## config.mk

```make
export PLATFORM = sky130hd
export DESIGN_NAME = rst_sequencer_flat
export DESIGN_NICKNAME = d
export VERILOG_FILES = /design/src/rtl/rst_seq_pkg.sv /design/src/rtl/rst_sequencer_if.sv /design/src/rtl/rst_sequencer.sv /design/src/flat_wrapper.sv
export SDC_FILE = /design/constraint.sdc
export NUM_CORES = 1
export LEC_CHECK = 0
export ABC_AREA = 1
export BUFFER_PORTS_ARGS = -buffer_cell sky130_fd_sc_hd__buf_4
export CAP_MARGIN = 30
export CORE_MARGIN = 10
export CORE_UTILIZATION = 45
export CTS_CLUSTER_SIZE = 8
export DETAILED_ROUTE_END_ITERATION = 8
export HOLD_SLACK_MARGIN = 0.1
export REMOVE_ABC_BUFFERS = 1
export SKIP_CTS_REPAIR_TIMING = 1
export SLEW_MARGIN = 30
export SYNTH_ARGS = -nofsm -noshare
export SYNTH_HDL_FRONTEND = slang
export SYNTH_SLANG_ARGS = --single-unit
```

## constraint.sdc

```tcl
create_clock -name Clk -period 4.7 [get_ports Clk]
set_input_delay 0.94 -clock Clk [delete_from_list [all_inputs] [get_ports Clk]]
set_output_delay 0.94 -clock Clk [all_outputs]
set_load 0.02 [all_outputs]
```

## src/rtl/rst_seq_pkg.sv

```systemverilog
// rtl/rst_seq_pkg.sv - shared types and sizing helper for the reset sequencer
package rst_seq_pkg;

  typedef enum logic [2:0] {
    HOLD,
    WAIT_ACK,
    GAP,
    RUN,
    FAULT
  } seq_state_t;

  // Bits needed to count up to the largest of the three limits without wrapping.
  function automatic int clog2_max(input int a, input int b, input int c);
    int m;
    int w;
    m = a;
    if (b > m) m = b;
    if (c > m) m = c;
    m = m + 1;
    w = 0;
    while ((1 << w) < m) begin
      w = w + 1;
    end
    return w;
  endfunction

endpackage

```

## src/rtl/rst_sequencer_if.sv

```systemverilog
// rtl/rst_sequencer_if.sv - request/ack and reset-output bundle of the reset sequencer
interface rst_sequencer_if #(
  parameter int NUM_CH = 3
);

  logic              SoftRstReq;
  logic [NUM_CH-1:0] ChReady;
  logic [NUM_CH-1:0] ChRst;
  logic              Done;
  logic              Fault;
  logic [3:0]        FaultCh;

  modport master (
    input  SoftRstReq,
    input  ChReady,
    output ChRst,
    output Done,
    output Fault,
    output FaultCh
  );

  modport slave (
    output SoftRstReq,
    output ChReady,
    input  ChRst,
    input  Done,
    input  Fault,
    input  FaultCh
  );

endinterface

```

## src/rtl/rst_sequencer.sv

```systemverilog
// rtl/rst_sequencer.sv - releases NUM_CH reset domains in order, waiting for each ready ack
module rst_sequencer
  import rst_seq_pkg::*;
#(
  parameter int NUM_CH         = 3,
  parameter int HOLD_CYCLES    = 4,
  parameter int STAGGER_CYCLES = 2,
  parameter int TIMEOUT_CYCLES = 8
) (
  input logic              Clk,
  input logic              Rst,
  rst_sequencer_if.master  bus
);

  localparam int CNT_W = clog2_max(HOLD_CYCLES, STAGGER_CYCLES, TIMEOUT_CYCLES);
  localparam logic [CNT_W-1:0] HOLD_LAST    = CNT_W'(HOLD_CYCLES - 1);
  localparam logic [CNT_W-1:0] STAGGER_LAST = CNT_W'(STAGGER_CYCLES - 1);
  localparam logic [CNT_W-1:0] TIMEOUT_LAST = CNT_W'(TIMEOUT_CYCLES - 1);
  localparam logic [3:0]       IDX_LAST     = 4'(NUM_CH - 1);

  seq_state_t        state;
  logic [CNT_W-1:0]  cnt;
  logic [3:0]        idx;
  logic [NUM_CH-1:0] ch_rst;
  logic              done;
  logic              fault;
  logic [3:0]        fault_ch;

  logic              ready_cur;
  logic [NUM_CH-1:0] cur_mask;
  logic [NUM_CH-1:0] nxt_mask;

  // Decode the active domain without a variable-width bit select.
  always_comb begin
    ready_cur = 1'b0;
    cur_mask  = '0;
    nxt_mask  = '0;
    for (int i = 0; i < NUM_CH; i++) begin
      if (idx == 4'(i)) begin
        ready_cur   = bus.ChReady[i];
        cur_mask[i] = 1'b1;
      end
      if ((idx + 4'd1) == 4'(i)) begin
        nxt_mask[i] = 1'b1;
      end
    end
  end

  always_ff @(posedge Clk) begin
    if (!Rst || bus.SoftRstReq) begin
      state    <= HOLD;
      cnt      <= '0;
      idx      <= '0;
      ch_rst   <= '1;
      done     <= 1'b0;
      fault    <= 1'b0;
      fault_ch <= '0;
    end else begin
      case (state)
        HOLD: begin
          if (cnt == HOLD_LAST) begin
            ch_rst <= ch_rst & ~cur_mask;
            state  <= WAIT_ACK;
            cnt    <= '0;
          end else begin
            cnt <= cnt + CNT_W'(1);
          end
        end
        WAIT_ACK: begin
          // Ack is tested before the timeout so a same-cycle ack still counts.
          if (ready_cur) begin
            if (idx == IDX_LAST) begin
              state <= RUN;
              done  <= 1'b1;
            end else begin
              state <= GAP;
              cnt   <= '0;
            end
          end else if (cnt == TIMEOUT_LAST) begin
            state    <= FAULT;
            ch_rst   <= '1;
            fault    <= 1'b1;
            fault_ch <= idx;
          end else begin
            cnt <= cnt + CNT_W'(1);
          end
        end
        GAP: begin
          if (cnt == STAGGER_LAST) begin
            idx    <= idx + 4'd1;
            ch_rst <= ch_rst & ~nxt_mask;
            state  <= WAIT_ACK;
            cnt    <= '0;
          end else begin
            cnt <= cnt + CNT_W'(1);
          end
        end
        RUN, FAULT: begin
        end
        default: begin
          state <= HOLD;
        end
      endcase
    end
  end

  assign bus.ChRst   = ch_rst;
  assign bus.Done    = done;
  assign bus.Fault   = fault;
  assign bus.FaultCh = fault_ch;

endmodule

```

## src/flat_wrapper.sv

```systemverilog
// flat-port wrapper written by rule: the top's interface ports become plain ports
module rst_sequencer_flat import rst_seq_pkg::*;
#(
  parameter int NUM_CH         = 3,
  parameter int HOLD_CYCLES    = 4,
  parameter int STAGGER_CYCLES = 2,
  parameter int TIMEOUT_CYCLES = 8
)
  (Clk, Rst, bus_SoftRstReq, bus_ChReady, bus_ChRst, bus_Done, bus_Fault, bus_FaultCh);
  rst_sequencer_if #(.NUM_CH(NUM_CH)) bus_i ();
  input logic Clk;
  input logic Rst;
  input wire logic [$bits(bus_i.SoftRstReq)-1:0] bus_SoftRstReq;
  input wire logic [$bits(bus_i.ChReady)-1:0] bus_ChReady;
  output wire logic [$bits(bus_i.ChRst)-1:0] bus_ChRst;
  output wire logic [$bits(bus_i.Done)-1:0] bus_Done;
  output wire logic [$bits(bus_i.Fault)-1:0] bus_Fault;
  output wire logic [$bits(bus_i.FaultCh)-1:0] bus_FaultCh;
  assign bus_i.SoftRstReq = bus_SoftRstReq;
  assign bus_i.ChReady = bus_ChReady;
  assign bus_ChRst = bus_i.ChRst;
  assign bus_Done = bus_i.Done;
  assign bus_Fault = bus_i.Fault;
  assign bus_FaultCh = bus_i.FaultCh;
  rst_sequencer #(.NUM_CH(NUM_CH), .HOLD_CYCLES(HOLD_CYCLES), .STAGGER_CYCLES(STAGGER_CYCLES), .TIMEOUT_CYCLES(TIMEOUT_CYCLES)) u_core (.Clk(Clk), .Rst(Rst), .bus(bus_i));
endmodule
```

==> results of run 1 <==
## routing by layer
layer / vias to the layer above / global-route usage / part of all wire
met5: - / 0 / 0
met4: 0 / 0.0366 / 0.0037
met3: 2 / 0.0234 / 0.038
met2: 10 / 0.167 / 0.50
met1: 482 / 0.108 / 0.46
li1: 569 / - / -
## metrics by stage
step / setup WS [ns] / cells / hold WS (ns)
after global routing: 2.55 / 213 / 0.482
after CTS: 2.75 / 213 / 0.457
after detailed placement: 2.54 / 209 / 0.434
after floorplan: 2.89 / 165 / 0.491
after global placement: 2.57 / 209 / 0.436
final: 2.78 / 213 / 0.453
## logic make-up after synthesis
family | count (synthesis) | synth area share
AOI/OAI and AO/OA | 30 | 0.139
xor gates and xnor gates | 3 | 0.0221
adders and majority gates | 9 | 0.0945
buffers and inverters | 26 | 0.0893
DFF | 20 | 0.336
and+or+nand+nor | 79 | 0.319
## final timing paths
check / start / end / slack, ns / cells past startpoint
setup / recovery: u_core.idx[1]$_SDFFE_PP0P_ / u_core.cnt[1]$_SDFFE_PP0P_ / 2.78 / 11
hold / removal: u_core.bus.ChRst[1]$_SDFFE_PP1P_ / u_core.bus.ChRst[1]$_SDFFE_PP1P_ / 0.45 / 2
setup reg to reg: u_core.idx[1]$_SDFFE_PP0P_ / u_core.cnt[1]$_SDFFE_PP0P_ / 2.78 / 11
hold reg to reg: u_core.bus.ChRst[1]$_SDFFE_PP1P_ / u_core.bus.ChRst[1]$_SDFFE_PP1P_ / 0.45 / 2
## Yosys cell counts
library cell and n:
sky130_fd_sc_hd__nand2_1 36, sky130_fd_sc_hd__inv_1 21, sky130_fd_sc_hd__dfxtp_1 20, sky130_fd_sc_hd__a21oi_1 17, sky130_fd_sc_hd__nand3_1 16, sky130_fd_sc_hd__nor2_1 11
sky130_fd_sc_hd__ha_1 9, sky130_fd_sc_hd__o21ai_0 7, sky130_fd_sc_hd__nand2_2 4, sky130_fd_sc_hd__inv_2 3, sky130_fd_sc_hd__nand3b_1 3, sky130_fd_sc_hd__nor2_2 3
sky130_fd_sc_hd__o21ai_1 3, sky130_fd_sc_hd__a21oi_2 2, sky130_fd_sc_hd__nor3_2 2, sky130_fd_sc_hd__xor2_1 2, sky130_fd_sc_hd__a31oi_2 1, sky130_fd_sc_hd__buf_2 1
sky130_fd_sc_hd__buf_6 1, sky130_fd_sc_hd__nand2_4 1, sky130_fd_sc_hd__nand3_2 1, sky130_fd_sc_hd__nor2_4 1, sky130_fd_sc_hd__nor3_1 1, sky130_fd_sc_hd__xnor2_1 1
## final cells by class
class | instances | area share
multi-input combinational | 121 | 0.500
sequential | 20 | 0.292
timing repair buffer | 14 | 0.0767
inverter | 24 | 0.0658
tap | 30 | 0.0274
clock inverter | 1 | 0.0219
clock buffer | 3 | 0.0164
## sequential cells by signal (all words and copies together), names as in the netlist
name                cells
u_core.bus.ChRst        3
u_core.bus.Done         1
u_core.bus.Fault        1
u_core.bus.FaultCh      4
u_core.cnt              4
u_core.idx              4
u_core.state            3
## tightest hold or removal path, stage by stage, from the launching register on
cell and delay [ns]:
sky130_fd_sc_hd__dfxtp_1 0.33, sky130_fd_sc_hd__nand2_1 0.06, sky130_fd_sc_hd__nand2_1 0.04
## power by group
group	internal, µW	leakage [µW]	switching (µW)	total, µW
Combinational	7.18	0.000412	9.54	16.7
Clock	86.1	0.0000279	56.1	142
Sequential	170	0.000161	1.26	172
==> flow_metrics.env, run 1 <==
export IMPL_final_weighted_congestion_in_routability_driven_placement=0.737
export IMPL_drt_wirelength_per_cell_um=11.5
export IMPL_hold_viol=0
export IMPL_mostFrequentLayoutCell="sky130_fd_sc_hd__nand2_1"
export IMPL_worst_slew_pin_transition_ns=0.819
export IMPL_crit_type="reg2reg"
export IMPL_num_rows=18
export IMPL_dpl_hpwl_um=1930
export IMPL_avgSynthCellArea_um2=7.13
export IMPL_synth_seq_area_share=0.336
export IMPL_die_area_um2=5110
export IMPL_die_h_um=71.5
export IMPL_nFillCells=248
export IMPL_tritoncts="yes"
export IMPL_timing_max_slew_rel_slack=0.452
export IMPL_cell_type_with_the_highest_aggregate_area_in_the_netlist="sky130_fd_sc_hd__dfxtp_1"
export IMPL_yosys_top_cells_area="sky130_fd_sc_hd__dfxtp_1 34%, sky130_fd_sc_hd__nand2_1 11%, sky130_fd_sc_hd__ha_1 9.5%"
export IMPL_clock_latency_ns=0.30
export IMPL_dr_total_vias=1063
export IMPL_antennaDiodeCount=0
export IMPL_layout_area_overhead_vs_synth_pct=15.0
export IMPL_synth_warning_count=0
export IMPL_crit_buf_inv=1
export IMPL_detail_route_vias_per_cell=4.99
export IMPL_grt_max_degree=15
export IMPL_netlist_cell_type_count=24
export IMPL_worstPathCellList="inv_1, ha_1, nor2_1, nand3_1, nand2_1, nand2_1, nand3_2, nand2_2, nand2_1, nand2_1, nor2_1"
export IMPL_crit_slowest_cell="sky130_fd_sc_hd__dfxtp_1"
export IMPL_final_seq_area_um2=400
export IMPL_effective_utilization_at_floorplan=0.476
export IMPL_setup_tns_final_ns=0
export IMPL_net_count_reported_at_finish=199
export IMPL_period_minus_slack_ns=1.92
export IMPL_detailedRoute_firstIterationViolations=46
export IMPL_postPlaceCellArea_um2=1320
export IMPL_routed_wirelength_um=2450
export IMPL_leakagePower_uw=0.000601
export IMPL_timing_critical_path_mode_cell="sky130_fd_sc_hd__nand2_1"
export IMPL_rsz0062_at_grt="false"
export IMPL_multi_input_comb_area_um2=684
export IMPL_via_count_of_the_first_global_routing_pass=983
export IMPL_drc=0
export IMPL_grt_first_pass_wirelength_um=4190
export IMPL_yosys_area_top_type_share=0.336
export IMPL_cp_slowest_stage_delay_ns=0.48
export IMPL_max_cap_violations=0
export IMPL_mappedNetlistArea_um2=1190
export IMPL_gr_total_overflow=0
export IMPL_design_area_um2=1370
export IMPL_fmax_mhz=521
export IMPL_cts_reportedPaths_clkPinSlew_ns=0.12
export IMPL_ctsRootBufferMaster="sky130_fd_sc_hd__clkbuf_4"
export IMPL_clockBufferDepth=2
export IMPL_cts_buffers_inserted=3
export IMPL_finalClockSkew_ns=0.00372
export IMPL_final_util=0.548
export IMPL_design_core_area_um2=2500
export IMPL_cp_required_ns=4.95
export IMPL_hold_path_class="reg2reg"
export IMPL_setup_viol=0
export IMPL_die_width_um=71.5
export IMPL_cts_sinks=20
export IMPL_report_power_total_uw=331
export IMPL_ctsHtreeMaxLevel=1
export IMPL_buffer_ports_inserted=14
export IMPL_grt_antenna_before_repair=0
export IMPL_gr_usage_all_layers=0.0954
export IMPL_crit_path_start_kind="register"
export IMPL_ir_drop_mv=0.201
export IMPL_final_worst_path_period_share=0.409
export IMPL_cp_data_arrival_time_ns=2.17
export IMPL_outcome="completed"
export IMPL_most_common_layout_cells="36 x sky130_fd_sc_hd__nand2_1, 21 x sky130_fd_sc_hd__inv_1, 20 x sky130_fd_sc_hd__dfxtp_1"
export IMPL_worst_path_max_fanout=12
export IMPL_timing_critical_path_max_delay_family="simple AND/OR/NAND/NOR gates"
export IMPL_power_density_cell_area_nw_per_um2=241
export IMPL_endpoint_kind="register"
export IMPL_antenna_violating_nets_post_route=0
export IMPL_pre_repair_dr_iteration_count=4
export IMPL_layout_drive_gt1_share=0.197
export IMPL_seq_cells_post_synth=20
export IMPL_top_level_ports=15
export IMPL_post_synth_inst_count=167
export IMPL_slew_viol_final=0
No activity file was read; power rests on OpenSTA's default activity.
==> run 2: changes to the inputs <==
==> constraint.sdc (replaced) <==
create_clock -name Clk -period 1.8 [get_ports Clk]
set_input_delay 0.36 -clock Clk [delete_from_list [all_inputs] [get_ports Clk]]
set_output_delay 0.36 -clock Clk [all_outputs]
set_load 0.02 [all_outputs]
==> flow_metrics.env, run 2 (synthesized netlist as in run 1, its figures left out) <==
export IMPL_outcome="completed"
export IMPL_detailedRoute_firstIterationViolations=83
export IMPL_die_width_um=71.5
export IMPL_setup_tns_final_ns=0
export IMPL_gr_total_overflow=0
export IMPL_grt_first_pass_wirelength_um=4390
export IMPL_hold_viol=0
export IMPL_top_level_ports=15
export IMPL_routed_wirelength_um=2460
export IMPL_final_util=0.565
export IMPL_worst_setup_path_startpoint="u_core.idx[0]$_SDFFE_PP0P_"
export IMPL_net_count_reported_at_finish=203
export IMPL_buffer_ports_inserted=14
export IMPL_layout_drive_gt1_share=0.214
export IMPL_cts_reportedPaths_clkPinSlew_ns=0.12
export IMPL_layout_area_overhead_vs_synth_pct=18.6
export IMPL_setup_viol=0
export IMPL_routedLengthMet1_um=1150
export IMPL_ctsRootBufferMaster="sky130_fd_sc_hd__clkbuf_4"
export IMPL_cp_data_arrival_time_ns=1.81
export IMPL_tritoncts="yes"
export IMPL_ctsHtreeMaxLevel=1
export IMPL_cp_required_ns=2.02
export IMPL_cts_sinks=20
export IMPL_detail_route_vias_per_cell=5.06
export IMPL_rsz0062_at_grt="false"
export IMPL_gr_usage_all_layers=0.102
export IMPL_wl_met2_um=1210
export IMPL_ir_drop_mv=0.452
export IMPL_design_core_area_um2=2500
export IMPL_met3RoutedLength_um=80
export IMPL_drt_wirelength_per_cell_um=11.3
export IMPL_worst_r2r_src="u_core.idx[0]$_SDFFE_PP0P_"
export IMPL_drc=0
export IMPL_power_density_cell_area_nw_per_um2=615
export IMPL_effective_utilization_at_floorplan=0.476
export IMPL_final_worst_path_period_share=0.882
export IMPL_timing_max_slew_rel_slack=0.775
export IMPL_crit_path_start_kind="register"
export IMPL_worst_path_max_fanout=12
export IMPL_die_h_um=71.5
export IMPL_finalClockSkew_ns=0.00505
export IMPL_grt_max_degree=15
export IMPL_final_weighted_congestion_in_routability_driven_placement=0.791
export IMPL_min_from="bus_ChReady[2]"
export IMPL_antennaDiodeCount=0
export IMPL_most_common_layout_cells="36 x sky130_fd_sc_hd__nand2_1, 21 x sky130_fd_sc_hd__inv_1, 20 x sky130_fd_sc_hd__dfxtp_1"
export IMPL_leakagePower_uw=0.000624
export IMPL_die_area_um2=5110
export IMPL_slew_viol_final=0
export IMPL_via_count_of_the_first_global_routing_pass=1038
export IMPL_crit_type="reg2reg"
export IMPL_cts_buffers_inserted=3
export IMPL_mostFrequentLayoutCell="sky130_fd_sc_hd__nand2_1"
export IMPL_num_rows=18
export IMPL_dr_top_layer="met4"
export IMPL_dpl_hpwl_um=1910
export IMPL_antenna_violating_nets_post_route=0
export IMPL_dr_total_vias=1098
export IMPL_hold_slack_ns=0.370
export IMPL_hold_path_class="in2reg"
export IMPL_clockBufferDepth=2
export IMPL_fmax_mhz=630
export IMPL_period_minus_slack_ns=1.59
export IMPL_grt_antenna_before_repair=0
export IMPL_clock_latency_ns=0.31
export IMPL_worst_slew_pin_transition_ns=0.335
export IMPL_endpoint_kind="register"
export IMPL_max_cap_violations=0
export IMPL_pre_repair_dr_iteration_count=4
[run 2: cell count changes in the layout (fill, tap and decap cells not counted)]
| cell | change |
|---|---|
| sky130_fd_sc_hd__nand2_4 | +1 |
| sky130_fd_sc_hd__nand3_4 | +1 |
| sky130_fd_sc_hd__buf_4 | +4 |
| sky130_fd_sc_hd__nand3_2 | -1 |
| sky130_fd_sc_hd__nand2_2 | -1 |
[run 2: path summary, 6_finish.rpt]
kind                                      endpoint  slack, ns  depth (start not counted)
setup / recovery        u_core.cnt[3]$_SDFFE_PP0P_       0.21                         10
hold / removal        u_core.bus.Done$_SDFFE_PP0P_       0.37                          3
setup reg to reg        u_core.cnt[3]$_SDFFE_PP0P_       0.21                         10
hold reg to reg   u_core.bus.ChRst[2]$_SDFFE_PP1P_       0.45                          2
[run 2: through the flow]
stage                     instance area, µm²  cells  setup WS, ns  total power, µW
after floorplan                         1170    165         0.218              485
after global placement                  1350    213         0.187              504
after detailed placement                1350    213         0.142              505
after CTS                               1400    217        0.0920              877
after global routing                    1410    217       0.00399              908
final                                   1410    217         0.212              869
[run 2: routing by layer]
metal,GRT usage,up-vias
met2,0.176,15
met1,0.117,502
li1,-,578
met5,0,-
met3,0.0275,3
met4,0.0323,0
[run 2: report_power, final]
group / internal, µW / switching [µW]
registers: 445 / 1.94
logic: 21.9 / 26.9
clock network: 225 / 148
total: 692 / 177
[run 2: layout make-up]
| type | count | area (µm²) |
|---|---|---|
| Clock buffer | 3 | 22.5 |
| Sequential cell | 20 | 400 |
| Multi-Input combinational cell | 121 | 697 |
| Inverter | 24 | 90.1 |
| Timing Repair Buffer | 18 | 135 |
| Tap cell | 30 | 37.5 |
| Fill cell | 268 | 1090 |
| Clock inverter | 1 | 30.0 |
[run 2: critical path, stage by stage, from the launching register on]
cell,delay [ns]
sky130_fd_sc_hd__dfxtp_1,0.40
sky130_fd_sc_hd__inv_1,0.09
sky130_fd_sc_hd__ha_1,0.22
sky130_fd_sc_hd__nand3_1,0.09
sky130_fd_sc_hd__nand2_1,0.05
sky130_fd_sc_hd__nand2_1,0.15
sky130_fd_sc_hd__nand3_4,0.18
sky130_fd_sc_hd__nand2_4,0.15
sky130_fd_sc_hd__nand2_1,0.06
sky130_fd_sc_hd__nand2_1,0.06
sky130_fd_sc_hd__nor2_1,0.04
==> run 3: changes to the inputs <==
--- a/config.mk
+++ b/config.mk
@@ -9,10 +9,11 @@
 export BUFFER_PORTS_ARGS = -buffer_cell sky130_fd_sc_hd__buf_4
 export CAP_MARGIN = 30
 export CORE_MARGIN = 10
-export CORE_UTILIZATION = 45
+export CORE_UTILIZATION = 40
 export CTS_CLUSTER_SIZE = 8
 export DETAILED_ROUTE_END_ITERATION = 8
 export HOLD_SLACK_MARGIN = 0.1
+export MAX_ROUTING_LAYER = met4
 export REMOVE_ABC_BUFFERS = 1
 export SKIP_CTS_REPAIR_TIMING = 1
 export SLEW_MARGIN = 30
==> flow_metrics.env, run 3 (synthesized netlist as in run 1, its figures left out) <==
export IMPL_worst_path_max_fanout=12
export IMPL_cts_reportedPaths_clkPinSlew_ns=0.12
export IMPL_cp_required_ns=2.02
export IMPL_timing_max_slew_rel_slack=0.764
export IMPL_outcome="completed"
export IMPL_ir_drop_mv=0.362
export IMPL_pre_repair_dr_iteration_count=4
export IMPL_buffer_ports_inserted=14
export IMPL_clockBufferDepth=2
export IMPL_worst_slew_pin_transition_ns=0.351
export IMPL_leakagePower_uw=0.000624
export IMPL_ctsRootBufferMaster="sky130_fd_sc_hd__clkbuf_4"
export IMPL_most_common_layout_cells="36 x sky130_fd_sc_hd__nand2_1, 21 x sky130_fd_sc_hd__inv_1, 20 x sky130_fd_sc_hd__dfxtp_1"
export IMPL_hold_path_class="in2reg"
export IMPL_worstPathCellList="inv_1, ha_1, nand3_1, nand2_1, nand2_1, nand3_4, nand2_4, nand2_1, nand2_1, nor2_1"
export IMPL_via_count_of_the_first_global_routing_pass=1074
export IMPL_cp_slowest_stage_delay_ns=0.42
export IMPL_setup_viol=0
export IMPL_fmax_mhz=613
export IMPL_timing_critical_path_mode_cell="sky130_fd_sc_hd__nand2_1"
export IMPL_period_minus_slack_ns=1.63
export IMPL_die_area_um2=5560
export IMPL_power_density_cell_area_nw_per_um2=616
export IMPL_layout_drive_gt1_share=0.214
export IMPL_setup_tns_final_ns=0
export IMPL_routed_wirelength_um=2550
export IMPL_grt_antenna_before_repair=0
export IMPL_clock_latency_ns=0.31
export IMPL_gr_usage_all_layers=0.107
export IMPL_num_rows=19
export IMPL_cp_data_arrival_time_ns=1.85
export IMPL_die_h_um=74.6
export IMPL_antennaDiodeCount=0
export IMPL_cts_sinks=20
export IMPL_timing_critical_path_max_delay_family="simple AND/OR/NAND/NOR gates"
export IMPL_crit_slowest_cell="sky130_fd_sc_hd__dfxtp_1"
export IMPL_crit_buf_inv=1
export IMPL_postPlaceCellArea_um2=1350
export IMPL_gr_total_overflow=0
export IMPL_antenna_violating_nets_post_route=0
export IMPL_final_seq_area_um2=400
export IMPL_dr_total_vias=1096
export IMPL_design_area_um2=1410
export IMPL_slew_viol_final=0
export IMPL_crit_path_start_kind="register"
export IMPL_tritoncts="yes"
export IMPL_layout_area_overhead_vs_synth_pct=18.7
export IMPL_die_width_um=74.6
export IMPL_final_weighted_congestion_in_routability_driven_placement=0.817
export IMPL_cts_buffers_inserted=3
export IMPL_hold_viol=0
export IMPL_effective_utilization_at_floorplan=0.425
export IMPL_mostFrequentLayoutCell="sky130_fd_sc_hd__nand2_1"
export IMPL_crit_type="reg2reg"
export IMPL_rsz0062_at_grt="false"
export IMPL_net_count_reported_at_finish=203
export IMPL_multi_input_comb_area_um2=697
export IMPL_final_worst_path_period_share=0.906
export IMPL_grt_max_degree=15
export IMPL_grt_first_pass_wirelength_um=4660
export IMPL_endpoint_kind="register"
export IMPL_ctsHtreeMaxLevel=1
export IMPL_design_core_area_um2=2810
export IMPL_drc=0
export IMPL_nFillCells=285
export IMPL_detailedRoute_firstIterationViolations=58
export IMPL_drt_wirelength_per_cell_um=11.7
export IMPL_detail_route_vias_per_cell=5.03
export IMPL_top_level_ports=15
export IMPL_finalClockSkew_ns=0.00382
export IMPL_max_cap_violations=0
export IMPL_dpl_hpwl_um=2020
## run 3: cell counts in the layout (fill, tap and decap cells not counted)
No cell type changed its count.
## run 3: final timing paths
path / slack (ns) / endpoint / startpoint / depth (start not counted)
worst min register to register: 0.45 / u_core.bus.FaultCh[0]$_SDFFE_PP0P_ / u_core.bus.FaultCh[0]$_SDFFE_PP0P_ / 2
worst max register to register: 0.17 / u_core.cnt[2]$_SDFFE_PP0P_ / u_core.idx[0]$_SDFFE_PP0P_ / 10
worst min-delay path: 0.39 / u_core.bus.Done$_SDFFE_PP0P_ / bus_ChReady[2] / 3
worst max-delay path: 0.17 / u_core.cnt[2]$_SDFFE_PP0P_ / u_core.idx[0]$_SDFFE_PP0P_ / 10
## run 3: cell type report
type	count	area share
Clock buffer	3	0.0159
Clock inverter	1	0.0212
Inverter	24	0.0637
Multi-Input combinational cell	121	0.493
Sequential cell	20	0.283
Tap cell	31	0.0274
Timing Repair Buffer	18	0.0956
## run 3: worst min-delay path: cells and delay by family
kind            cells  cell delay [ns]
simple gates        1             0.11
buf+inv             1             0.13
compound gates      1             0.06
## run 3: stage by stage
step	instances	utilization	setup WS (ns)	power, µW	hold WS (ns)
6_report	218	0.504	0.170	871	0.389
5_1_grt	218	0.504	0.000351	915	0.379
4_1_cts	218	0.500	0.0734	885	0.373
3_5_place_dp	214	0.481	0.110	506	0.437
3_3_place_gp	214	0.481	0.162	504	0.438
2_1_floorplan	165	-	0.218	485	0.491
## run 3: layer usage
| layer | GRT usage | vias up | part of all wire | routed length, µm |
|---|---|---|---|---|
| met3 | 0.0253 | 4 | 0.041 | 104 |
| met5 | - | - | 0 | 0 |
| met4 | 0.0483 | 0 | 0.010 | 26 |
| li1 | - | 578 | - | - |
| met2 | 0.174 | 27 | 0.48 | 1230 |
| met1 | 0.123 | 487 | 0.47 | 1190 |
## run 3: power breakdown
part	total (µW)	internal, µW	switching (µW)	leakage (µW)
combinational	48.8	21.7	27.1	0.000435
clock	375	225	150	0.0000279
sequential	447	445	2.19	0.000161
